`src/rtl/uart_pkg.sv`:
```
// Shared definitions for the buffered UART transmitter: default line settings,
// the transmit FSM state type and counter-width helpers.
package uart_pkg;

    localparam int DEFAULT_CLK_FREQ = 50_000_000;
    localparam int DEFAULT_BAUD     = 9600;
    localparam int DATA_BITS        = 8;

    typedef enum logic [1:0] {
        ST_IDLE  = 2'd0,
        ST_START = 2'd1,
        ST_DATA  = 2'd2,
        ST_STOP  = 2'd3
    } tx_state_e;

    // Width of the per-bit clock counter that spans 0..bit_cyc-1.
    function automatic int bit_cnt_w(input int bit_cyc);
        return (bit_cyc > 1) ? $clog2(bit_cyc) : 1;
    endfunction

    // Width of the data-bit index that spans 0..n_bits-1.
    function automatic int idx_w(input int n_bits);
        return (n_bits > 1) ? $clog2(n_bits) : 1;
    endfunction

endpackage

```
`src/rtl/sync_fifo.sv`:
```
// Single-clock FIFO with registered count/full/empty, same-cycle read and
// write, and first-word-fall-through read data (head visible before the pop).
module sync_fifo #(
    parameter int WIDTH = 8,
    parameter int DEPTH = 16
) (
    input  logic             clk,
    input  logic             rst_n,
    input  logic             wr_en,
    input  logic [WIDTH-1:0] wr_data,
    input  logic             rd_en,
    output logic [WIDTH-1:0] rd_data,
    output logic             full,
    output logic             empty
);

    localparam int             AW       = $clog2(DEPTH);
    localparam logic [AW:0]    FULL_CNT = (AW + 1)'(DEPTH);

    logic [WIDTH-1:0] mem [DEPTH];
    logic [AW-1:0]    wr_ptr;
    logic [AW-1:0]    rd_ptr;
    logic [AW:0]      count;
    logic [AW:0]      count_next;
    logic             wr_ok;
    logic             rd_ok;

    // Acceptance is judged on the registered flags, so a same-cycle pop never
    // unblocks a write into a full FIFO.
    assign wr_ok   = wr_en && !full;
    assign rd_ok   = rd_en && !empty;
    assign rd_data = mem[rd_ptr];

    // Occupancy after this cycle's accepted write and/or read.
    always_comb begin
        // NOTE: default first so every path assigns count_next and no latch is inferred.
        count_next = count;
        case ({wr_ok, rd_ok})
            2'b10:   count_next = count + 1'b1;
            2'b01:   count_next = count - 1'b1;
            default: count_next = count;
        endcase
    end

    // Pointers, count and registered status flags.
    always_ff @(posedge clk or negedge rst_n) begin
        if (!rst_n) begin
            wr_ptr <= '0;
            rd_ptr <= '0;
            count  <= '0;
            full   <= 1'b0;
            empty  <= 1'b1;
        end else begin
            // NOTE: non-blocking so every flop samples pre-edge values, independent of statement order.
            if (wr_ok) wr_ptr <= wr_ptr + 1'b1;
            if (rd_ok) rd_ptr <= rd_ptr + 1'b1;
            count <= count_next;
            full  <= (count_next == FULL_CNT);
            empty <= (count_next == '0);
        end
    end

    // Byte storage.
    // NOTE: storage is not reset; entries are only read after being written, and a reset-free array maps to RAM.
    always_ff @(posedge clk) begin
        if (wr_ok) mem[wr_ptr] <= wr_data;
    end

endmodule

```
`src/rtl/uart_tx_buffered.sv`:
```
// Buffered 8N1 UART transmitter: bytes queue in a FIFO and are serialised
// LSB first onto rs232_tx, back to back while the FIFO has data.
module uart_tx_buffered
    import uart_pkg::*;
#(
    parameter int CLK_FREQ   = DEFAULT_CLK_FREQ,
    parameter int BAUD       = DEFAULT_BAUD,
    parameter int FIFO_DEPTH = 16
) (
    input  logic       clk,
    input  logic       rst_n,
    input  logic [7:0] tx_data,
    input  logic       tx_wr,
    output logic       tx_full,
    output logic       tx_empty,
    output logic       tx_ovf,
    output logic       tx_busy,
    output logic       rs232_tx
);

    localparam int               BIT_CYC  = CLK_FREQ / BAUD;
    localparam int               CW       = bit_cnt_w(BIT_CYC);
    localparam int               IW       = idx_w(DATA_BITS);
    localparam logic [CW-1:0]    BIT_LAST = CW'(BIT_CYC - 1);
    localparam logic [IW-1:0]    IDX_LAST = IW'(DATA_BITS - 1);

    tx_state_e    state;
    tx_state_e    state_d;
    logic [CW-1:0] bit_cnt;
    logic [IW-1:0] idx;
    logic [7:0]    shift;
    logic [7:0]    head;
    logic          bit_end;
    logic          pop;
    logic          line_d;

    sync_fifo #(
        .WIDTH (8),
        .DEPTH (FIFO_DEPTH)
    ) u_fifo (
        .clk     (clk),
        .rst_n   (rst_n),
        .wr_en   (tx_wr),
        .wr_data (tx_data),
        .rd_en   (pop),
        .rd_data (head),
        .full    (tx_full),
        .empty   (tx_empty)
    );

    assign bit_end = (bit_cnt == BIT_LAST);
    assign tx_busy = (state != ST_IDLE);

    // Next state, FIFO pop and the line level belonging to the current state.
    always_comb begin
        state_d = state;
        pop     = 1'b0;
        line_d  = 1'b1;
        case (state)
            ST_IDLE: begin
                if (!tx_empty) begin
                    pop     = 1'b1;
                    state_d = ST_START;
                end
            end
            ST_START: begin
                line_d = 1'b0;
                if (bit_end) state_d = ST_DATA;
            end
            ST_DATA: begin
                line_d = shift[0];
                if (bit_end && idx == IDX_LAST) state_d = ST_STOP;
            end
            ST_STOP: begin
                line_d = 1'b1;
                if (bit_end) begin
                    if (!tx_empty) begin
                        pop     = 1'b1;
                        state_d = ST_START;
                    end else begin
                        state_d = ST_IDLE;
                    end
                end
            end
            default: state_d = ST_IDLE;
        endcase
    end

    // State register and the flop that drives the serial line.
    always_ff @(posedge clk or negedge rst_n) begin
        if (!rst_n) begin
            state    <= ST_IDLE;
            rs232_tx <= 1'b1;
        end else begin
            state    <= state_d;
            rs232_tx <= line_d;
        end
    end

    // Baud counter, bit index and shift register; a pop hands the head byte to the shifter.
    always_ff @(posedge clk or negedge rst_n) begin
        if (!rst_n) begin
            bit_cnt <= '0;
            idx     <= '0;
            shift   <= '0;
        end else if (pop) begin
            shift   <= head;
            bit_cnt <= '0;
            idx     <= '0;
        end else if (state == ST_IDLE) begin
            bit_cnt <= '0;
        end else if (bit_end) begin
            bit_cnt <= '0;
            if (state == ST_DATA) begin
                shift <= {1'b0, shift[7:1]};
                idx   <= idx + 1'b1;
            end
        end else begin
            bit_cnt <= bit_cnt + 1'b1;
        end
    end

    // Overflow pulse: a write arrived while the FIFO was full.
    always_ff @(posedge clk or negedge rst_n) begin
        if (!rst_n) tx_ovf <= 1'b0;
        else        tx_ovf <= tx_wr && tx_full;
    end

endmodule

```
`config.mk`:
```
export PLATFORM = sky130hd
export DESIGN_NAME = uart_tx_buffered
export DESIGN_NICKNAME = d
export VERILOG_FILES = /design/src/rtl/uart_pkg.sv /design/src/rtl/sync_fifo.sv /design/src/rtl/uart_tx_buffered.sv
export SDC_FILE = /design/constraint.sdc
export NUM_CORES = 1
export LEC_CHECK = 0
export ABC_CLOCK_PERIOD_IN_PS = 8400
export BUFFER_PORTS_ARGS = -buffer_cell sky130_fd_sc_hd__buf_2
export CORE_MARGIN = 3
export CORE_UTILIZATION = 60
export CTS_CLUSTER_DIAMETER = 60
export DETAILED_ROUTE_END_ITERATION = 7
export GPL_TIMING_DRIVEN = 1
export PLACE_DENSITY = 0.8
export SLEW_MARGIN = 25
export SYNTH_ARGS = -nofsm -noshare
export SYNTH_HDL_FRONTEND = slang
export SYNTH_SLANG_ARGS = --single-unit
```
`constraint.sdc`:
```
create_clock -name clk -period 8.4 [get_ports clk]
set_clock_uncertainty 0.15 [all_clocks]
set_input_delay 0.42 -clock clk [delete_from_list [all_inputs] [get_ports clk]]
set_output_delay 0.42 -clock clk [all_outputs]
set_load 0.005 [all_outputs]
```
==> impl_metrics.tcl <==
set metrics [dict create \
    syn_inst 412 \
    ant_nets 0 \
    rows 39 \
    seqPwrFrac_pct 43.2 \
    final_common_cell "edfxtp_1" \
    clock_latency_ns 0.42 \
    cts_tree "built" \
    power.share.combinational_pct 28.8 \
    reg2reg_from "state[0]$_DFFE_PN0P_" \
    crit_fanout 24 \
    r2r_end "u_fifo.full$_DFF_PN0_" \
    fin_tns_setup_ns 0 \
    grt_pass1_wl_mm 20.4 \
    multi_input_area_um2 2150 \
    path_depth 13 \
    synthesis.nets 438 \
    grt_start_max_net_pins 44 \
    nets 458 \
    slowest_delay_ns 0.57 \
    io_buffer_count 15 \
    syn-cell-area_um2 7170 \
    crit_buf_inv 2 \
    drc 0 \
    maxCapViolCount 0 \
    leakagePower_nw 2.94 \
    slew_headroom_pct 51.8 \
    clkSlewWorstSetupHoldPaths_ns 0.06 \
    slew_violations 0 \
    n_antenna_cell 0 \
    post_drt_wl_per_cell_um 21.7 \
    power.internal_mw 1.88 \
    htreeDepth 4 \
    vias_per_cell 6.02 \
    critPathLaunch "state[0]$_DFFE_PN0P_" \
    fin_crit_ns 4.04 \
    ios 16 \
    min_period_over_period_pct 48.0 \
    dp_cells 555 \
    synthDistinctLibCells 40 \
    hold_path_class "in2reg" \
    cts_post_setup_buffers_inserted 0 \
    worstSetupPathType "reg2reg" \
    reg2regPathDepth 13 \
    dp_hpwl_mm 8.19 \
    clockPowerShare_pct 27.9 \
    start_util_pct 62.0 \
    crit_path_end_kind "register" \
    grt_pass1_vias 3653 \
    fin_cells 588 \
    dr.pass1.iters 4 \
    worstPathArrival_ns 4.19 \
    clockBufferDepth 2 \
    power_mw 2.69 \
    startpoint_type "register" \
    dieArea_um2 13300 \
    grt_remaining_overflow 0 \
    grt_setup_unrepaired "no" \
    r2r_slack_ns 4.36 \
    totalWireLength_mm 12.8 \
    tightestPinTransition_ns 0.721 \
    setup_viol 0 \
    antenna_found_initial 0 \
    power_density_nw_per_um2 338 \
    drive_above_1_share_pct 23.1 \
    synth-edff-count 128 \
    vias 3539 \
    numCtsBuffers 17 \
    cts_sinks 171 \
    crit_chain "inv_1 > ha_1 > or3b_2 > or4_4 > nand2_1 > ha_1 > a21oi_1 > o21bai_1 > a211oi_1 > o21ai_0 > xor2_1 > inv_1 > o2111a_1" \
    seqCellArea_um2 4920 \
    area_delta_synth_final_pct 11.1 \
    syn_area_per_cell_um2 17.4 \
    final_cell_mix "128 x edfxtp_1, 40 x mux4_2, 40 x dfrtp_1" \
    cts-root-buf "clkbuf_16" \
    crit_family "simple AND/OR/NAND/NOR gates" \
    cp_slowest_cell "nand2_1" \
    fin_util_pct 68.9 \
    status "finished clean" \
    grt_util_all_layers_pct 21.2 \
    fill_cells 732 \
    globalplace.congestion 0.760 \
    ys_ff_latch 171 \
    yosysWarnings 0 \
    vdd_drop_max_mv 0.214 \
    ys_seq_area_share_pct 68.6 \
    p_switching_mw 0.812 \
    die_w_um 115 \
    endpoint "u_fifo.full$_DFF_PN0_" \
    die_y_um 115 \
    ys.flop_type "edfxtp_1" \
    sw_frac_of_total_pct 30.2 \
    first_iter_violations 281 \
    clock.fmax_mhz 248 \
    synthArstFlopShare_pct 25.1 \
    required_ns 8.56 \
    hold_viol_final 0 \
    core_um2 11600 \
]
-- flip-flops by register name, summed over array words and instances (netlist names) --
signal         cells
idx                3
state              2
u_fifo.rd_ptr      4
u_fifo.count       5
u_fifo.mem       128
tx_ovf             1
bit_cnt           13
shift              8
u_fifo.empty       1
rs232_tx           1
u_fifo.full        1
u_fifo.wr_ptr      4
-- final cells by class --
class,count,area share (%)
sequential,171,61.8
multi-input combinational,213,26.9
clock buffer,19,5.44
tap,143,2.25
clock inverter,13,1.74
timing repair buffer,18,1.29
inverter,11,0.518
-- metal layers --
layer / global-route usage (%) / up-vias / routed length (um)
li1: - / 1609 / -
met1: 29.2 / 1835 / 5370
met2: 34.5 / 79 / 6610
met3: 4.37 / 16 / 603
met4: 7.51 / 0 / 185
met5: 0 / - / 0
-- kinds of logic after synthesis --
family	Yosys count	synth area share [%]
and+or+nand+nor	94	6.96
AOI/OAI and AO/OA	24	2.41
xor gates and xnor gates	24	3.04
DFF	171	68.6
adders and majority gates	15	2.62
buffers and inverters	28	1.47
muxes	56	14.9
-- cell usage after synthesis, types with 2 or more instances --
master      n  area (um2)
o31ai_1     2        15.0
nor3b_1     3        22.5
dfstp_2     2        52.6
xor2_1     12         105
o21bai_1    2        15.0
nand4_1     2        12.5
a211oi_1    2        15.0
dfrtp_1    41        1030
nor3_1      3        15.0
a21oi_1     2        10.0
nor2_1     25        93.8
mux2i_1    12         120
or3b_2      2        17.5
and3_2      2        15.0
and2_1     18         113
o2111a_1    2        22.5
nand2_1    19        71.3
nor2b_1     4        25.0
ha_1       15         188
inv_1      11        41.3
buf_1       4        15.0
and3_1      3        18.8
nand2b_1    3        18.8
a22o_1      2        17.5
edfxtp_1  128        3840
mux4_2     40         901
nand3_1     5        25.0
clkbuf_1   13        48.8
mux2_2      4        45.0
xnor2_1    11        96.3
o21ai_0     9        45.0
-- worst min-delay path by stage --
stage	start	end	slack [ns]	cells past startpoint
floorplan	rst_n	bit_cnt[0]$_DFF_PN0_	-0.03	0
global placement	bit_cnt[0]$_DFF_PN0_	bit_cnt[0]$_DFF_PN0_	0.32	1
global route	tx_wr	tx_ovf$_DFF_PN0_	0.07	2
finish	tx_wr	tx_ovf$_DFF_PN0_	0.07	2
detailed placement	bit_cnt[0]$_DFF_PN0_	bit_cnt[0]$_DFF_PN0_	0.33	1
CTS	rst_n	bit_cnt[1]$_DFF_PN0_	0.01	1
-- through the flow --
step                      cell area [um2]  worst slack (ns)  hold slack, ns
after floorplan                      7170              4.87         -0.0256
after global placement               7380              4.53           0.320
after detailed placement             7380              4.41           0.332
after CTS                            7950              4.37          0.0143
after global routing                 7960              4.08          0.0686
final                                7960              4.36          0.0723
-- power groups by stage --
| stage | registers [mW] | logic (mW) | clock network (mW) |
|---|---|---|---|
| 2_1_floorplan | 1.12 | 0.633 | 0 |
| 3_3_place_gp | 1.17 | 0.748 | 0 |
| 3_5_place_dp | 1.18 | 0.770 | 0 |
| 4_1_cts | 1.16 | 0.787 | 0.765 |
| 5_1_grt | 1.18 | 0.850 | 0.800 |
| 6_report | 1.16 | 0.776 | 0.752 |
-- timing repair --
item | CTS | global route
hold buffers | 0 | 1
endpoints found under the hold margin | 0 | 41
resized for setup | 0 | 0
No activity file was read; power rests on OpenSTA's default activity.
